[config.mk]
export PLATFORM = sky130hd
export DESIGN_NAME = dff_bank_arbiter
export DESIGN_NICKNAME = d
export VERILOG_FILES = /design/src/rtl/dff_bank_arbiter.sv
export SDC_FILE = /design/constraint.sdc
export NUM_CORES = 1
export LEC_CHECK = 0
export ABC_AREA = 1
export ABC_CLOCK_PERIOD_IN_PS = 2100
export CORE_UTILIZATION = 44
export CTS_CLUSTER_SIZE = 14
export DETAILED_ROUTE_END_ITERATION = 7
export HOLD_SLACK_MARGIN = 0.06
export PLACE_DENSITY = 0.89
export SLEW_MARGIN = 20
export SYNTH_ARGS = -nofsm -noshare
export SYNTH_HDL_FRONTEND = slang
export SYNTH_SLANG_ARGS = --single-unit
[constraint.sdc]
create_clock -name clk -period 2.1 [get_ports clk]
set_input_delay 0.42 -clock clk [delete_from_list [all_inputs] [get_ports clk]]
set_output_delay 0.42 -clock clk [all_outputs]
set_load 0.02 [all_outputs]
[src/rtl/dff_bank_arbiter.sv]
// -----------------------------------------------------------------------------
// dff_bank_arbiter
//
// Round-robin write arbiter and sequencer for a shared W-bit register built
// from enable-gated D flip-flops. One requester is granted at a time. The
// winner's data is presented to the storage with a single-cycle enable, and
// a single-cycle acknowledge is then pulsed back to the winner.
//
// Transaction timing (edge 0 is the edge where req is sampled in IDLE):
//   after edge 0 : gnt = onehot(winner), dff_en = 1, dff_d = winner data
//   after edge 1 : q = dff_d, ack = onehot(winner), gnt = 0, dff_en = 0
//   after edge 2 : ack = 0, busy = 0 (back in IDLE)
//
// Parameters:
//   N         number of requesters (2..8)
//   W         register width (1..32)
//   RESET_VAL value loaded into q on reset
//
// Ports:
//   clk     rising-edge clock
//   reset   asynchronous, active-low reset
//   req     per-requester write request, held until the matching ack
//   wdata   write data, slice i is wdata[i*W +: W]
//   gnt     one-hot grant, all zero when idle
//   ack     one-hot, one-cycle completion pulse to the granted requester
//   dff_en  storage write enable, one cycle per transaction
//   dff_d   data presented to storage, latched from the winner
//   q       stored register value
//   q_n     bitwise complement of q
//   busy    high whenever the sequencer is not idle
// -----------------------------------------------------------------------------
module dff_bank_arbiter #(
  parameter int             N         = 4,
  parameter int             W         = 8,
  parameter logic [W-1:0]   RESET_VAL = '0
) (
  input  logic             clk,
  input  logic             reset,
  input  logic [N-1:0]     req,
  input  logic [N*W-1:0]   wdata,
  output logic [N-1:0]     gnt,
  output logic [N-1:0]     ack,
  output logic             dff_en,
  output logic [W-1:0]     dff_d,
  output logic [W-1:0]     q,
  output logic [W-1:0]     q_n,
  output logic             busy
);

  localparam int PW = (N > 1) ? $clog2(N) : 1;

  typedef enum logic [1:0] {
    IDLE   = 2'd0,
    COMMIT = 2'd1,
    ACK    = 2'd2
  } state_t;

  state_t          state_reg,  state_next;
  logic [PW-1:0]   ptr_reg,    ptr_next;
  logic [PW-1:0]   sel_reg,    sel_next;
  logic [N-1:0]    gnt_reg,    gnt_next;
  logic [N-1:0]    ack_reg,    ack_next;
  logic            dff_en_reg, dff_en_next;
  logic [W-1:0]    dff_d_reg,  dff_d_next;
  logic [W-1:0]    q_reg,      q_next;
  logic            busy_reg,   busy_next;

  // Unpack the flat write-data bus into one slice per requester.
  logic [W-1:0] wdata_slice [N];

  generate
    for (genvar gi = 0; gi < N; gi++) begin : g_slice
      assign wdata_slice[gi] = wdata[gi*W +: W];
    end
  endgenerate

  // Round-robin search: walk offsets from the far end back towards ptr so
  // that the last hit, i.e. the smallest offset from ptr, wins.
  logic            win_found;
  logic [PW-1:0]   win_idx;

  always_comb begin
    win_found = 1'b0;
    win_idx   = '0;
    for (int k = N - 1; k >= 0; k--) begin
      int idx;
      idx = int'(ptr_reg) + k;
      if (idx >= N) begin
        idx = idx - N;
      end
      if (req[idx]) begin
        win_found = 1'b1;
        win_idx   = PW'(idx);
      end
    end
  end

  // Next-state and registered-output logic.
  always_comb begin
    state_next  = state_reg;
    ptr_next    = ptr_reg;
    sel_next    = sel_reg;
    gnt_next    = gnt_reg;
    ack_next    = ack_reg;
    dff_en_next = dff_en_reg;
    dff_d_next  = dff_d_reg;

    // The storage itself: a plain enable-gated D flip-flop bank.
    q_next = dff_en_reg ? dff_d_reg : q_reg;

    unique case (state_reg)
      IDLE: begin
        if (win_found) begin
          gnt_next          = '0;
          gnt_next[win_idx] = 1'b1;
          dff_d_next        = wdata_slice[win_idx];
          dff_en_next       = 1'b1;
          sel_next          = win_idx;
          state_next        = COMMIT;
        end
      end

      COMMIT: begin
        // q picks up dff_d on this edge through the enable path above.
        ack_next    = gnt_reg;
        gnt_next    = '0;
        dff_en_next = 1'b0;
        ptr_next    = (sel_reg == PW'(N - 1)) ? '0 : sel_reg + PW'(1);
        state_next  = ACK;
      end

      ACK: begin
        ack_next   = '0;
        state_next = IDLE;
      end

      default: begin
        gnt_next    = '0;
        ack_next    = '0;
        dff_en_next = 1'b0;
        state_next  = IDLE;
      end
    endcase

    busy_next = (state_next != IDLE);
  end

  always_ff @(posedge clk or negedge reset) begin
    if (!reset) begin
      state_reg  <= IDLE;
      ptr_reg    <= '0;
      sel_reg    <= '0;
      gnt_reg    <= '0;
      ack_reg    <= '0;
      dff_en_reg <= 1'b0;
      dff_d_reg  <= '0;
      q_reg      <= RESET_VAL;
      busy_reg   <= 1'b0;
    end else begin
      state_reg  <= state_next;
      ptr_reg    <= ptr_next;
      sel_reg    <= sel_next;
      gnt_reg    <= gnt_next;
      ack_reg    <= ack_next;
      dff_en_reg <= dff_en_next;
      dff_d_reg  <= dff_d_next;
      q_reg      <= q_next;
      busy_reg   <= busy_next;
    end
  end

  assign gnt    = gnt_reg;
  assign ack    = ack_reg;
  assign dff_en = dff_en_reg;
  assign dff_d  = dff_d_reg;
  assign q      = q_reg;
  assign q_n    = ~q_reg;
  assign busy   = busy_reg;

endmodule

==> impl_metrics.sql, run 1 <==
INSERT INTO impl_metrics (metric_group, metric, value, unit) VALUES
('timing', 'report.final.hold_viol_count', '0', ''),
('timing', 'setup_violations', '0', ''),
('placed_design', 'routabilityCongestion', '0.824', ''),
('worst_setup_path', 'worstPathRequired', '2.28', 'ns'),
('floorplanning', 'rows', '23', ''),
('global_routing', 'antenna_violations_before_repair', '0', ''),
('clock_network', 'tritoncts', 'yes', ''),
('finish', 'post_layout_nonfiller_instances', '382', ''),
('logic_synthesis', 'yosysUniqueCellTypes', '26', ''),
('timing', 'fraction_of_the_cycle_the_final_worst_path_needs', '91.8', '%'),
('placed_design', 'placement.setup.worst_slack', '-0.116', 'ns'),
('timing', 'report.final.slew_viol_count', '0', ''),
('floorplanning', 'core_area', '0.00400', 'mm²'),
('finish', 'syn_to_final_growth', '49.0', '%'),
('global_routing', 'maximum_number_of_pins_on_one_net_before_global_route_repair', '33', ''),
('clock_network', 'cts_bufs_inserted', '5', ''),
('timing', 'timing.slew.headroom', '74.5', '%'),
('finish', 'finalNetCount', '370', ''),
('routing', 'drtPass1Iterations', '4', ''),
('power_and_ir_drop', 'power.total', '5060', 'µW'),
('clock_network', 'worstSkewPairLatency', '0.29', 'ns'),
('clock_network', 'cts-resized-gates', '0', ''),
('clock_network', 'clk_transition_reported_paths', '0.06', 'ns'),
('finish', 'ff_latch_area', '801', 'µm²'),
('job', 'max_cap_viol_count', '0', ''),
('power_and_ir_drop', 'powerDensity', '1850', 'mW/mm²'),
('logic_synthesis', 'synth_sequential_area_ratio', '43.7', '%'),
('clock_network', 'cts_buffer_depth', '2', ''),
('clock_network', 'clock_tree.root_cell', 'clkbuf_8', ''),
('power_and_ir_drop', 'vdd_drop_max', '984', 'µV'),
('clock_network', 'htree_levels', '2', ''),
('finish', 'num-fill-cells', '357', ''),
('clock_network', 'total_setup_buffers_inserted_after_cts', '0', ''),
('finish', 'design_area', '0.00273', 'mm²'),
('timing', 'clock.fmax', '0.518', 'GHz'),
('routing', 'drt_first_iter_violations', '75', ''),
('placed_design', 'instance_count_after_placement_with_tap_cells_included', '374', ''),
('worst_setup_path', 'worst_ep_arrival_time', '2.11', 'ns'),
('hold_path', 'hp-class', 'reg2reg', ''),
('worst_setup_path', 'timing.setup.critical_path_class', 'reg2reg', ''),
('worst_setup_path', 'worstSetupStartpointType', 'flip-flop', ''),
('logic_synthesis', 'netlist_area', '0.00183', 'mm²'),
('logic_synthesis', 'syn-instance-count', '249', ''),
('logic_synthesis', 'synth.yosys.warnings', '0', ''),
('logic_synthesis', 'synth_area_per_cell', '7.37', 'µm²'),
('clock_network', 'cts_hold_buf', '0', ''),
('floorplanning', 'chipWidth', '66.6', 'µm'),
('routing', 'via_count', '1866', ''),
('placed_design', 'placement.cell_area', '0.00264', 'mm²'),
('global_routing', 'via_count_of_the_first_global_routing_pass', '1743', ''),
('routing', 'drc_violations', '0', ''),
('floorplanning', 'ios', '72', ''),
('timing', 'final.setup_skew', '0.00336', 'ns'),
('timing', 'rsz0062_at_grt', 'no', ''),
('finish', 'combined_area_of_the_multi_input_logic_cells', '868', 'µm²'),
('timing', 'finalCriticalPeriod', '1.93', 'ns'),
('run_status', 'run_status', 'finished, final reports clean', ''),
('clock_network', 'cts_sinks', '32', ''),
('power_and_ir_drop', 'p_leak', '0.00137', 'µW'),
('routing', 'postRouteWirelength', '4280', 'µm'),
('worst_setup_path', 'endpoint_kind', 'flip-flop', ''),
('routing', 'routed_via_density', '4.88', ''),
('floorplanning', 'initial_utilization', '45.9', '%'),
('timing', 'finalSetupTns', '0', 'ns'),
('logic_synthesis', 'synth-seq-cells', '32', ''),
('floorplanning', 'design.die.area', '0.00443', 'mm²'),
('routing', 'wl_per_cell', '11.2', 'µm'),
('floorplanning', 'floorplan.die.height', '66.6', 'µm'),
('finish', 'n_antenna_cell', '0', ''),
('timing', 'tightestPinTransition', '0.383', 'ns'),
('timing', 'worst_path_setup_slack_after_routing', '0.171', 'ns'),
('logic_synthesis', 'postSynthNetCount', '288', ''),
('global_routing', 'grt_remaining_overflow', '0', ''),
('placed_design', 'place_hpwl', '3400', 'µm'),
('placed_design', 'portBuffers', '71', ''),
('global_routing', 'grt_pass1_wl', '7090', 'µm'),
('global_routing', 'grt_util_all_layers', '21.5', '%'),
('finish', 'post_route_cells_drive_above_1_share', '14.2', '%'),
('routing', 'ant_nets', '0', ''),
('worst_setup_path', 'critical_path.max_fanout', '10', '');
## metal layers
metal | global-route usage, % | vias to the layer above | routed length, µm
met5 | 0 | - | 0
met4 | 12.2 | 0 | 127
met3 | 5.31 | 14 | 254
met2 | 37.5 | 77 | 2060
met1 | 23.6 | 834 | 1830
li1 | - | 941 | -
## cells in the mapped netlist
cell | n | area [µm²]
nor2_1 | 3 | 11.3
nor2_4 | 1 | 11.3
inv_8 | 1 | 11.3
a21o_1 | 1 | 7.51
o21ai_0 | 15 | 75.1
buf_2 | 2 | 10.0
ha_1 | 1 | 12.5
inv_2 | 3 | 11.3
nand3_1 | 22 | 110
o22ai_1 | 2 | 12.5
buf_4 | 2 | 15.0
a21oi_1 | 2 | 10.0
clkinv_1 | 1 | 3.75
dfrtp_1 | 32 | 801
nand2_8 | 1 | 20.0
o31ai_1 | 1 | 7.51
nand2_4 | 3 | 33.8
o21ai_2 | 3 | 26.3
clkbuf_1 | 1 | 3.75
buf_6 | 1 | 11.3
nor2_2 | 1 | 6.26
nor3_1 | 1 | 5.00
inv_1 | 21 | 78.8
nand2_2 | 17 | 106
buf_12 | 1 | 20.0
nand2_1 | 110 | 413
## placed cells by master (no fill, tap or decap), types with 2 or more instances in the layout
master,synthesis,final
nand2_1,110,110
clkdlybuf4s50_1,0,71
dfrtp_1,32,32
nand3_1,22,22
inv_1,21,21
nand2_2,17,17
o21ai_0,15,15
buf_4,2,10
clkbuf_8,0,6
nor2_1,3,3
inv_2,3,3
nand2_4,3,3
o21ai_2,3,3
a21oi_1,2,2
o22ai_1,2,2
clkbuf_1,1,2
## cell type report
type / instances / share of cell area (%)
multi-input cells: 184 / 31.8
repair buffers: 82 / 29.5
flip-flops and latches: 32 / 29.3
inverters: 26 / 3.85
clock buffers: 8 / 3.30
well taps: 50 / 2.29
## critical path, cell delays in order (launching register included)
cell and delay (ns):
dfrtp_1 0.51, inv_8 0.15, nand2_2 0.05, nand2_1 0.09, nand2_1 0.08, nand2_1 0.11, nor3_1 0.06, a21o_1 0.19
nor2_4 0.12, clkinv_1 0.25, nand2_1 0.15, nand2_1 0.06
## cells by family after synthesis
family                   after synthesis  synth area share, %
AO/OA/AOI/OAI                         24                 7.57
AND/OR/NAND/NOR                      159                 39.1
buffers and inverters                 33                 9.00
adder cells (fa/ha/maj)                1                0.682
flip-flops                            32                 43.7
## metrics by stage
step                      utilization (%)  hold WS [ns]
after floorplan                         -         0.124
after global placement               66.1         0.467
after detailed placement             66.1         0.474
after CTS                            68.3         0.490
after global routing                 68.3         0.501
final                                68.3         0.485
## path summary, 6_finish.rpt
| check | start | end | slack [ns] | depth (start not counted) |
|---|---|---|---|---|
| setup / recovery | ptr_reg[0]$_DFFE_PN0P_ | dff_d[4]$_DFFE_PN0P_ | 0.17 | 11 |
| hold / removal | ack[0]$_DFFE_PN0N_ | ack[0]$_DFFE_PN0N_ | 0.48 | 2 |
| setup reg to reg | ptr_reg[0]$_DFFE_PN0P_ | dff_d[4]$_DFFE_PN0P_ | 0.17 | 11 |
| hold reg to reg | ack[0]$_DFFE_PN0N_ | ack[0]$_DFFE_PN0N_ | 0.48 | 2 |
| max in group asynchronous | reset | q[7]$_DFFE_PN0P_ | 1.31 | 2 |
| min in group asynchronous | reset | ack[1]$_DFFE_PN0N_ | 0.51 | 2 |
## where the power goes
part | leakage, µW | switching (µW) | internal [µW]
sequential | 0.000408 | 203 | 886
combinational | 0.000918 | 2070 | 1420
clock | 0.0000455 | 214 | 267
total | 0.00137 | 2490 | 2570
Note: power is estimated with default switching activity, not from simulation.
==> run 2: changes to the inputs <==
--- a/config.mk
+++ b/config.mk
@@ -7,11 +7,13 @@
 export LEC_CHECK = 0
 export ABC_AREA = 1
 export ABC_CLOCK_PERIOD_IN_PS = 2100
+export CORE_MARGIN = 3
 export CORE_UTILIZATION = 44
 export CTS_CLUSTER_SIZE = 14
 export DETAILED_ROUTE_END_ITERATION = 7
 export HOLD_SLACK_MARGIN = 0.06
 export PLACE_DENSITY = 0.89
+export RECOVER_POWER = 100
 export SLEW_MARGIN = 20
 export SYNTH_ARGS = -nofsm -noshare
 export SYNTH_HDL_FRONTEND = slang
==> run 2 against run 1 <==
Sequential share of layout area did not move. Non-clock buffer count fell by 2. Fmax fell by 2.6%. Critical path type is now in2reg. Global-route usage fell by 3.7 points. Final cell count fell by 1.0%. Clock skew rose by 0.0011 ns. Flip-flop and latch count did not move. Highest routed layer unchanged. Wire length rose by 2.4%. First-iteration DRC count rose by 8.0%.
==> impl_metrics.sql, run 2 (synthesis results as in run 1) <==
INSERT INTO impl_metrics (metric_group, metric, value, unit) VALUES
('timing', 'clock.fmax', '0.505', 'GHz'),
('routing', 'via_count', '1799', ''),
('finish', 'finalNetCount', '369', ''),
('hold_path', 'hp-class', 'reg2reg', ''),
('finish', 'syn_to_final_growth', '49.0', '%'),
('finish', 'combined_area_of_the_multi_input_logic_cells', '882', 'µm²'),
('routing', 'ant_nets', '0', ''),
('worst_setup_path', 'worstSetupStartpointType', 'primary input', ''),
('global_routing', 'maximum_number_of_pins_on_one_net_before_global_route_repair', '33', ''),
('finish', 'design_area', '0.00273', 'mm²'),
('finish', 'post_layout_nonfiller_instances', '378', ''),
('clock_network', 'cts_buffer_depth', '2', ''),
('placed_design', 'placement.cell_area', '0.00261', 'mm²'),
('timing', 'report.final.slew_viol_count', '0', ''),
('job', 'max_cap_viol_count', '0', ''),
('power_and_ir_drop', 'powerDensity', '1860', 'mW/mm²'),
('floorplanning', 'initial_utilization', '47.9', '%'),
('worst_setup_path', 'timing.setup.critical_path_class', 'in2reg', ''),
('floorplanning', 'chipWidth', '70.6', 'µm'),
('worst_setup_path', 'r2r_setup_slack', '0.14', 'ns'),
('clock_network', 'clock_tree.root_cell', 'clkbuf_8', ''),
('floorplanning', 'core_area', '0.00383', 'mm²'),
('routing', 'drtPass1Iterations', '4', ''),
('finish', 'n_antenna_cell', '0', ''),
('worst_setup_path', 'endpoint_kind', 'flip-flop', ''),
('global_routing', 'antenna_violations_before_repair', '0', ''),
('placed_design', 'portBuffers', '71', ''),
('global_routing', 'grt_pass1_wl', '7190', 'µm'),
('finish', 'final_core_area_utilization', '71.4', '%'),
('routing', 'routed_via_density', '4.76', ''),
('global_routing', 'grt_remaining_overflow', '0', ''),
('clock_network', 'htree_levels', '2', ''),
('worst_setup_path', 'worstPathRequired', '2.26', 'ns'),
('worst_setup_path', 'rr_startpoint', 'ptr_reg[0]$_DFFE_PN0P_', ''),
('placed_design', 'routabilityCongestion', '0.817', ''),
('finish', 'layout.cells.most_common', 'nand2_1', ''),
('timing', 'setup_violations', '0', ''),
('routing', 'drt_first_iter_violations', '81', ''),
('clock_network', 'cts_bufs_inserted', '5', ''),
('clock_network', 'worstSkewPairLatency', '0.28', 'ns'),
('routing', 'wl_per_cell', '11.6', 'µm'),
('routing', 'postRouteWirelength', '4380', 'µm'),
('routing', 'drc_violations', '0', ''),
('placed_design', 'place_hpwl', '3360', 'µm'),
('power_and_ir_drop', 'vdd_drop_max', '977', 'µV'),
('finish', 'num-fill-cells', '321', ''),
('timing', 'finalCriticalPeriod', '1.98', 'ns'),
('global_routing', 'grt_util_all_layers', '17.8', '%'),
('hold_path', 'timing.hold.worst.start', 'ack[1]$_DFFE_PN0N_', ''),
('worst_setup_path', 'worst_ep_arrival_time', '2.14', 'ns'),
('global_routing', 'via_count_of_the_first_global_routing_pass', '1636', ''),
('power_and_ir_drop', 'p_leak', '0.00137', 'µW'),
('finish', 'post_route_cells_drive_above_1_share', '14.5', '%'),
('worst_setup_path', 'critical_path.max_fanout', '18', ''),
('timing', 'report.final.hold_viol_count', '0', ''),
('timing', 'fraction_of_the_cycle_the_final_worst_path_needs', '94.3', '%'),
('clock_network', 'cts_hold_buf', '0', ''),
('finish', 'ff_latch_area', '801', 'µm²'),
('clock_network', 'clk_transition_reported_paths', '0.06', 'ns'),
('timing', 'hold_slack', '0.482', 'ns'),
('clock_network', 'tritoncts', 'yes', ''),
('placed_design', 'instance_count_after_placement_with_tap_cells_included', '368', ''),
('power_and_ir_drop', 'power.total', '5090', 'µW'),
('timing', 'tightestPinTransition', '0.741', 'ns'),
('floorplanning', 'ios', '72', ''),
('floorplanning', 'rows', '22', ''),
('floorplanning', 'design.die.area', '0.00498', 'mm²'),
('worst_setup_path', 'setup.worst_path.start', 'req[1]', ''),
('timing', 'final.setup_skew', '0.00445', 'ns'),
('finish', 'layout_common_cells', 'nand2_1, clkdlybuf4s50_1, dfrtp_1', ''),
('floorplanning', 'floorplan.die.height', '70.6', 'µm'),
('run_status', 'run_status', 'finished, final reports clean', ''),
('clock_network', 'cts_sinks', '32', ''),
('timing', 'timing.slew.headroom', '50.6', '%');
-- run 2: per-layer routing --
layer	global-route usage, %	vias up	wire length, µm	part of all wire (%)
met2	30.2	59	2110	48
met5	0	-	0	0
met4	7.52	0	85	1.9
met1	22.3	792	1960	45
met3	3.27	8	222	5.1
li1	-	940	-	-
-- run 2: final cells by class --
type                       instances  area share [%]
clock buffer                       7            3.53
inverter                          26            3.98
multi-input combinational        185            32.3
sequential                        32            29.3
tap                               48            2.20
timing repair buffer              80            28.7
-- run 2: where the power goes --
group	switching, µW	internal, µW	leakage (µW)	total [µW]
Sequential	209	886	0.000408	1100
Clock	201	291	0.0000503	492
Combinational	2120	1380	0.000911	3500
-- run 2: timing repair --
item,CTS,global route
setup endpoints to repair,0,9
setup buffers,0,2
gates resized for setup,0,2
-- run 2: worst paths after layout --
kind                                          endpoint  cells past startpoint
min in group asynchronous       ptr_reg[1]$_DFFE_PN0P_                      2
worst min register to register      ack[1]$_DFFE_PN0N_                      2
worst max-delay path                gnt[3]$_DFFE_PN0P_                     12
max in group asynchronous             q[6]$_DFFE_PN0P_                      2
worst max register to register      gnt[3]$_DFFE_PN0P_                     11
worst min-delay path                ack[1]$_DFFE_PN0N_                      2
-- run 2: worst max-delay path, cell delays in order --
cell and delay (ns):
clkdlybuf4s50_1 0.49, inv_1 0.05, nand2_1 0.07, nand3_1 0.13, nand2_2 0.12, inv_2 0.04
o21ai_2 0.14, nand2_4 0.18, nand2_4 0.20, inv_1 0.10, nand2_1 0.12, o22ai_1 0.07
-- run 2: stage by stage --
stage | setup TNS (ns) | setup WS [ns]
after floorplan | 0 | 0.423
final | 0 | 0.120
after CTS | 0 | 0.155
after detailed placement | -1.28 | -0.133
after global placement | -0.676 | -0.0723
after global routing | -0.0601 | -0.0240
